==> src/rtl/sar_adc_pkg.sv <==
// rtl/sar_adc_pkg.sv - shared state encoding, default sizes and counter-width helper for the SAR ADC controller
package sar_adc_pkg;

    typedef enum logic [1:0] {
        IDLE    = 2'd0,
        SAMPLE  = 2'd1,
        CONVERT = 2'd2,
        DONE    = 2'd3
    } state_t;

    localparam int DEF_WIDTH         = 10;
    localparam int DEF_SAMPLE_CYCLES = 4;
    localparam int DEF_SETTLE_CYCLES = 2;

    // Bits needed to hold the larger of the two phase lengths as a down-count value.
    function automatic int cnt_width(input int a, input int b);
        int m;
        m = (a > b) ? a : b;
        return $clog2(m + 1);
    endfunction

endpackage

==> src/rtl/sar_approx_reg.sv <==
// rtl/sar_approx_reg.sv - successive-approximation trial register and bit index
module sar_approx_reg
    import sar_adc_pkg::*;
#(
    parameter int WIDTH = DEF_WIDTH
) (
    input  logic             clk,
    input  logic             reset,
    input  logic             init,
    input  logic             step,
    input  logic             cmp_in,
    output logic [WIDTH-1:0] trial,
    output logic             last_bit
);

    localparam int IW = $clog2(WIDTH);
    localparam logic [IW-1:0]    IDX_TOP = IW'(WIDTH - 1);
    localparam logic [IW-1:0]    IDX_ONE = IW'(1);
    localparam logic [WIDTH-1:0] LSB_ONE = WIDTH'(1);
    localparam logic [WIDTH-1:0] MSB_ONE = LSB_ONE << (WIDTH - 1);

    logic [IW-1:0]    bit_idx;
    logic [WIDTH-1:0] bit_mask;

    assign bit_mask = LSB_ONE << bit_idx;
    assign last_bit = (bit_idx == '0);

    // Resolve the current bit from the comparator and arm the next lower one;
    // the shifted mask is empty on bit 0, so nothing further is armed there.
    always_ff @(posedge clk or posedge reset) begin
        if (reset) begin
            trial   <= '0;
            bit_idx <= '0;
        end else if (init) begin
            trial   <= MSB_ONE;
            bit_idx <= IDX_TOP;
        end else if (step) begin
            trial <= (trial & ~bit_mask) | (cmp_in ? bit_mask : '0) | (bit_mask >> 1);
            if (!last_bit) begin
                bit_idx <= bit_idx - IDX_ONE;
            end
        end
    end

endmodule

==> src/rtl/sar_adc_ctrl.sv <==
// rtl/sar_adc_ctrl.sv - SAR ADC conversion sequencer; optional ADC_AUTO_TRIGGER_EN adds a periodic internal trigger
module sar_adc_ctrl
    import sar_adc_pkg::*;
#(
    parameter int WIDTH         = DEF_WIDTH,
    parameter int SAMPLE_CYCLES = DEF_SAMPLE_CYCLES,
    parameter int SETTLE_CYCLES = DEF_SETTLE_CYCLES
`ifdef ADC_AUTO_TRIGGER_EN
    ,
    parameter int TRIG_PERIOD   = 40
`endif
) (
    input  logic             clk,
    input  logic             reset,
    input  logic             start,
    input  logic             cmp_in,
    input  logic             clr_overrun,
    output logic             sample_en,
    output logic [WIDTH-1:0] dac_code,
    output logic             busy,
    output logic [WIDTH-1:0] result,
    output logic             result_valid,
    output logic             overrun
);

    localparam int CW = cnt_width(SAMPLE_CYCLES, SETTLE_CYCLES);
    localparam logic [CW-1:0] SAMPLE_LOAD = CW'(SAMPLE_CYCLES);
    localparam logic [CW-1:0] SETTLE_LOAD = CW'(SETTLE_CYCLES);
    localparam logic [CW-1:0] CNT_ONE     = CW'(1);

    state_t           state, state_nxt;
    logic [CW-1:0]    cnt, cnt_nxt;
    logic             init, step, trig, last_bit;
    logic [WIDTH-1:0] trial;

`ifdef ADC_AUTO_TRIGGER_EN
    localparam int TW = (TRIG_PERIOD > 1) ? $clog2(TRIG_PERIOD) : 1;
    localparam logic [TW-1:0] TRIG_LAST = TW'(TRIG_PERIOD - 1);

    logic [TW-1:0] trig_cnt;
    logic          auto_trig;

    assign auto_trig = (trig_cnt == TRIG_LAST);
    assign trig      = start | auto_trig;

    always_ff @(posedge clk or posedge reset) begin
        if (reset) begin
            trig_cnt <= '0;
        end else if (auto_trig) begin
            trig_cnt <= '0;
        end else begin
            trig_cnt <= trig_cnt + TW'(1);
        end
    end
`else
    assign trig = start;
`endif

    sar_approx_reg #(
        .WIDTH (WIDTH)
    ) u_approx (
        .clk      (clk),
        .reset    (reset),
        .init     (init),
        .step     (step),
        .cmp_in   (cmp_in),
        .trial    (trial),
        .last_bit (last_bit)
    );

    always_comb begin
        state_nxt = state;
        cnt_nxt   = cnt;
        init      = 1'b0;
        step      = 1'b0;
        case (state)
            IDLE: begin
                if (trig) begin
                    state_nxt = SAMPLE;
                    cnt_nxt   = SAMPLE_LOAD;
                end
            end
            SAMPLE: begin
                if (cnt == CNT_ONE) begin
                    state_nxt = CONVERT;
                    cnt_nxt   = SETTLE_LOAD;
                    init      = 1'b1;
                end else begin
                    cnt_nxt = cnt - CNT_ONE;
                end
            end
            CONVERT: begin
                // cmp_in is taken on the final settle cycle of each bit.
                if (cnt == CNT_ONE) begin
                    step = 1'b1;
                    if (last_bit) begin
                        state_nxt = DONE;
                        cnt_nxt   = '0;
                    end else begin
                        cnt_nxt = SETTLE_LOAD;
                    end
                end else begin
                    cnt_nxt = cnt - CNT_ONE;
                end
            end
            DONE: begin
                state_nxt = IDLE;
            end
            default: begin
                state_nxt = IDLE;
                cnt_nxt   = '0;
            end
        endcase
    end

    always_ff @(posedge clk or posedge reset) begin
        if (reset) begin
            state        <= IDLE;
            cnt          <= '0;
            result       <= '0;
            result_valid <= 1'b0;
            overrun      <= 1'b0;
        end else begin
            state        <= state_nxt;
            cnt          <= cnt_nxt;
            result_valid <= (state == DONE);
            if (state == DONE) begin
                result <= trial;
            end
            if (trig && busy) begin
                overrun <= 1'b1;
            end else if (clr_overrun) begin
                overrun <= 1'b0;
            end
        end
    end

    assign busy      = (state != IDLE);
    assign sample_en = (state == SAMPLE);
    assign dac_code  = ((state == CONVERT) || (state == DONE)) ? trial : '0;

endmodule

==> config.mk <==
export PLATFORM = sky130hd
export DESIGN_NAME = sar_adc_ctrl
export DESIGN_NICKNAME = d
export VERILOG_FILES = /design/src/rtl/sar_adc_pkg.sv /design/src/rtl/sar_approx_reg.sv /design/src/rtl/sar_adc_ctrl.sv
export SDC_FILE = /design/constraint.sdc
export NUM_CORES = 1
export LEC_CHECK = 0
export ABC_CLOCK_PERIOD_IN_PS = 2300
export BUFFER_PORTS_ARGS = -buffer_cell sky130_fd_sc_hd__buf_2
export CORE_ASPECT_RATIO = 1.75
export CORE_MARGIN = 2
export CORE_UTILIZATION = 45
export DETAILED_ROUTE_END_ITERATION = 10
export HOLD_SLACK_MARGIN = 0.06
export PLACE_DENSITY = 0.72
export REMOVE_ABC_BUFFERS = 1
export SYNTH_ARGS = -nofsm -noshare
export SYNTH_HDL_FRONTEND = slang
export SYNTH_HIERARCHICAL = 1
export SYNTH_SLANG_ARGS = --single-unit
==> constraint.sdc <==
create_clock -name clk -period 2.3 [get_ports clk]
set_input_delay 0.115 -clock clk [delete_from_list [all_inputs] [get_ports clk]]
set_output_delay 0.115 -clock clk [all_outputs]
set_load 0.01 [all_outputs]
==> run metrics <==
DRT Wirelength about 3.5 mm; layout cells sized above 1 0.3010; EDFF count, synth 0; leakage power approximately 0.99 nW; worst-path maximum fanout 9; Final period util 0.8124; crit path time final between 1.5 and 2 ns; clock sink total 31; worst-path cell chain inv_1, ha_1, inv_1, nor2_1, buf_4, nor3b_4, nor2b_1, a311oi_1; fill count 377; Warnings, synthesis 6; slowest CP cell dfrtp_1; # IOs 29; Max Cap Violations 0; CTS tree done; Max stage delay on crit path ~0.40 ns; # diodes 0; Async SR Flop Fraction 1.000; f_max 0.5352 GHz; post-synth top area share 0.4348; first-pass GRT wire length 5.706 mm; CP arrival 2.01 ns; most frequent CP cell inv_1; part of the Yosys area used for sequential elements 0.4348; #FFs+latches synth 31; row count 30; H-Tree Level Count 2; global route total overflow 0; CP Class register to register; initial antenna violation count 0; pre-CTS setup slack around 0.45 ns; die width 51.60 µm; Cell variety after synth 46; 1st-iter DRT viols 22; pin count of the biggest net entering global routing 18; final core occ 0.5412; Area growth, synth to finish 16.13%; DRC Markers 0; cell taking the most area after synthesis dfrtp_1; commonest non-fill, non-tap cells in the layout dfrtp_1 (31), buf_2 (28), inv_1 (16); Max rail drop VDD 0.8619 mV; nets@finish 221; Port Buf Inserts 28; Critical Path Source Type register; clock skew 0.006010 ns; Final Hold Viols 0; ys flop type dfrtp_1; Worst EP required 2.44 ns; routability cong. 0.7999; Via Count about 1300; final-report setup violation count 0; die footprint 4505 µm²; Total GRT Usage 0.1720; DIE HEIGHT about 87 µm; clock latency on the worst-skew pair 0.28 ns; Syn Inst Count 170; hpwl dp ~2.7 mm; starting density of the core 0.4660; core area 3829 µm²; Pwr Density roughly 1400 nW/µm²; crit end category register; remaining antenna violation count after routing 0; CTS Buf Count 5; slew margin rel. 0.5521; synth top area cells dfrtp_1 (43%), ha_1 (7.7%), mux2_2 (6.3%), nor2b_1 (4.6%), inv_1 (3.4%); multi-input logic area 907.1 µm²; Syn Area/Cell ~10 µm²; Routed wire per std cell 13.65 µm; RSZ-0062 raised after global routing false; Final WS setup 0.4315 ns; Final Max Tran Viols 0; Worst Tran Pin Value 0.6711 ns; Mapped Area between 1500 and 2000 µm²; hold crit path type input pin to register; DR vias/cell 5.228; commonest non-fill, non-tap cell in the layout dfrtp_1; vias in the first global route between 1000 and 1500; clock root cell clkbuf_8; TritonRoute pass-1 iters 4; status complete, no violations; setup TNS 0 ns; clock slew at reported path FFs 0.06 ns; area occupied by registers 775.7 µm²; cts repair resizes 0; CTS max path bufs 2
-- routing by layer --
metal  global-route usage  part of all wire  wire length [µm]  vias to the layer above
met4              0.05742             0.020                68                        0
met5                    0                 0                 0                        -
met3              0.04467             0.049               169                        7
met2               0.3310              0.58              2017                       43
li1                     -                 -                 -                      657
met1               0.1707              0.35              1212                      621
-- synthesized netlist by cell type (all sizes together), types with 3 or more instances --
cell type,count
a21oi,7
buf,5
dfrtp,31
nor2b,14
nand2,11
mux2i,3
inv,16
mux2,12
nand2b,4
nor3b,3
ha,11
nor2,13
nor3,5
-- sequential cells by signal (all words and copies together) (netlist names) --
| signal | cells |
|---|---|
| result | 10 |
| u_approx/trial | 10 |
| u_approx/bit_idx | 4 |
| cnt | 3 |
| state | 2 |
| overrun | 1 |
| result_valid | 1 |
-- worst max-delay path, delay by kind of cell (launching register included) --
family,cells,cell delay (ns)
fa+ha+maj,1,0.23
buf+inv,3,0.36
simple gates,3,0.63
flops,1,0.40
compound gates,1,0.12
-- power breakdown --
group          internal (mW)  switching, mW  total (mW)  leakage (nW)
sequential             0.769          0.186       0.955         0.391
clock                  0.212          0.187       0.399        0.0422
combinational          0.684          0.778        1.46         0.561
-- per-stage QoR --
step / total power, mW / cells / hold slack, ns / instance area [µm²]
floorplan: 1.974 / 164 / 0.004219 / 1743
global placement: 2.405 / 245 / 0.2043 / 1981
detailed placement: 2.440 / 245 / 0.2092 / 1981
CTS: 2.849 / 254 / 0.1127 / 2072
global route: 3.059 / 254 / 0.1232 / 2072
finish: 2.816 / 254 / 0.1153 / 2072
-- path summary, 6_finish.rpt --
| kind | from | end | slack, ns | cells past startpoint |
|---|---|---|---|---|
| hold / removal | start | overrun | 0.12 | 2 |
| hold reg to reg | cnt[1] | cnt[1] | 0.48 | 2 |
| min in group asynchronous | reset | u_approx/trial[3] | 0.44 | 3 |
| setup / recovery | state[0] | u_approx/trial[1] | 0.43 | 8 |
| setup reg to reg | state[0] | u_approx/trial[1] | 0.43 | 8 |
| max in group asynchronous | reset | result[0] | 1.39 | 3 |
-- area by class of cell --
| type | count | area share |
|---|---|---|
| tap | 48 | 0.02899 |
| clock inverter | 1 | 0.002415 |
| multi-input combinational | 117 | 0.4378 |
| timing repair buffer | 34 | 0.09058 |
| sequential | 31 | 0.3744 |
| clock buffer | 7 | 0.03684 |
| inverter | 16 | 0.02899 |
-- kinds of logic after synthesis --
group / count (synthesis) / synth area share
simple gates: 65 / 0.2258
flops: 31 / 0.4348
compound gates: 26 / 0.1129
buf+inv: 22 / 0.05680
mux: 15 / 0.09257
fa+ha+maj: 11 / 0.07714
-- timing repair --
| item | CTS | global route |
|---|---|---|
| hold endpoints to repair | 31 | 0 |
| hold buffers | 1 | 0 |
| buffers inserted | 0 | 0 |
| setup endpoints to repair | 0 | 0 |
Power figures use the tool's default switching activity.
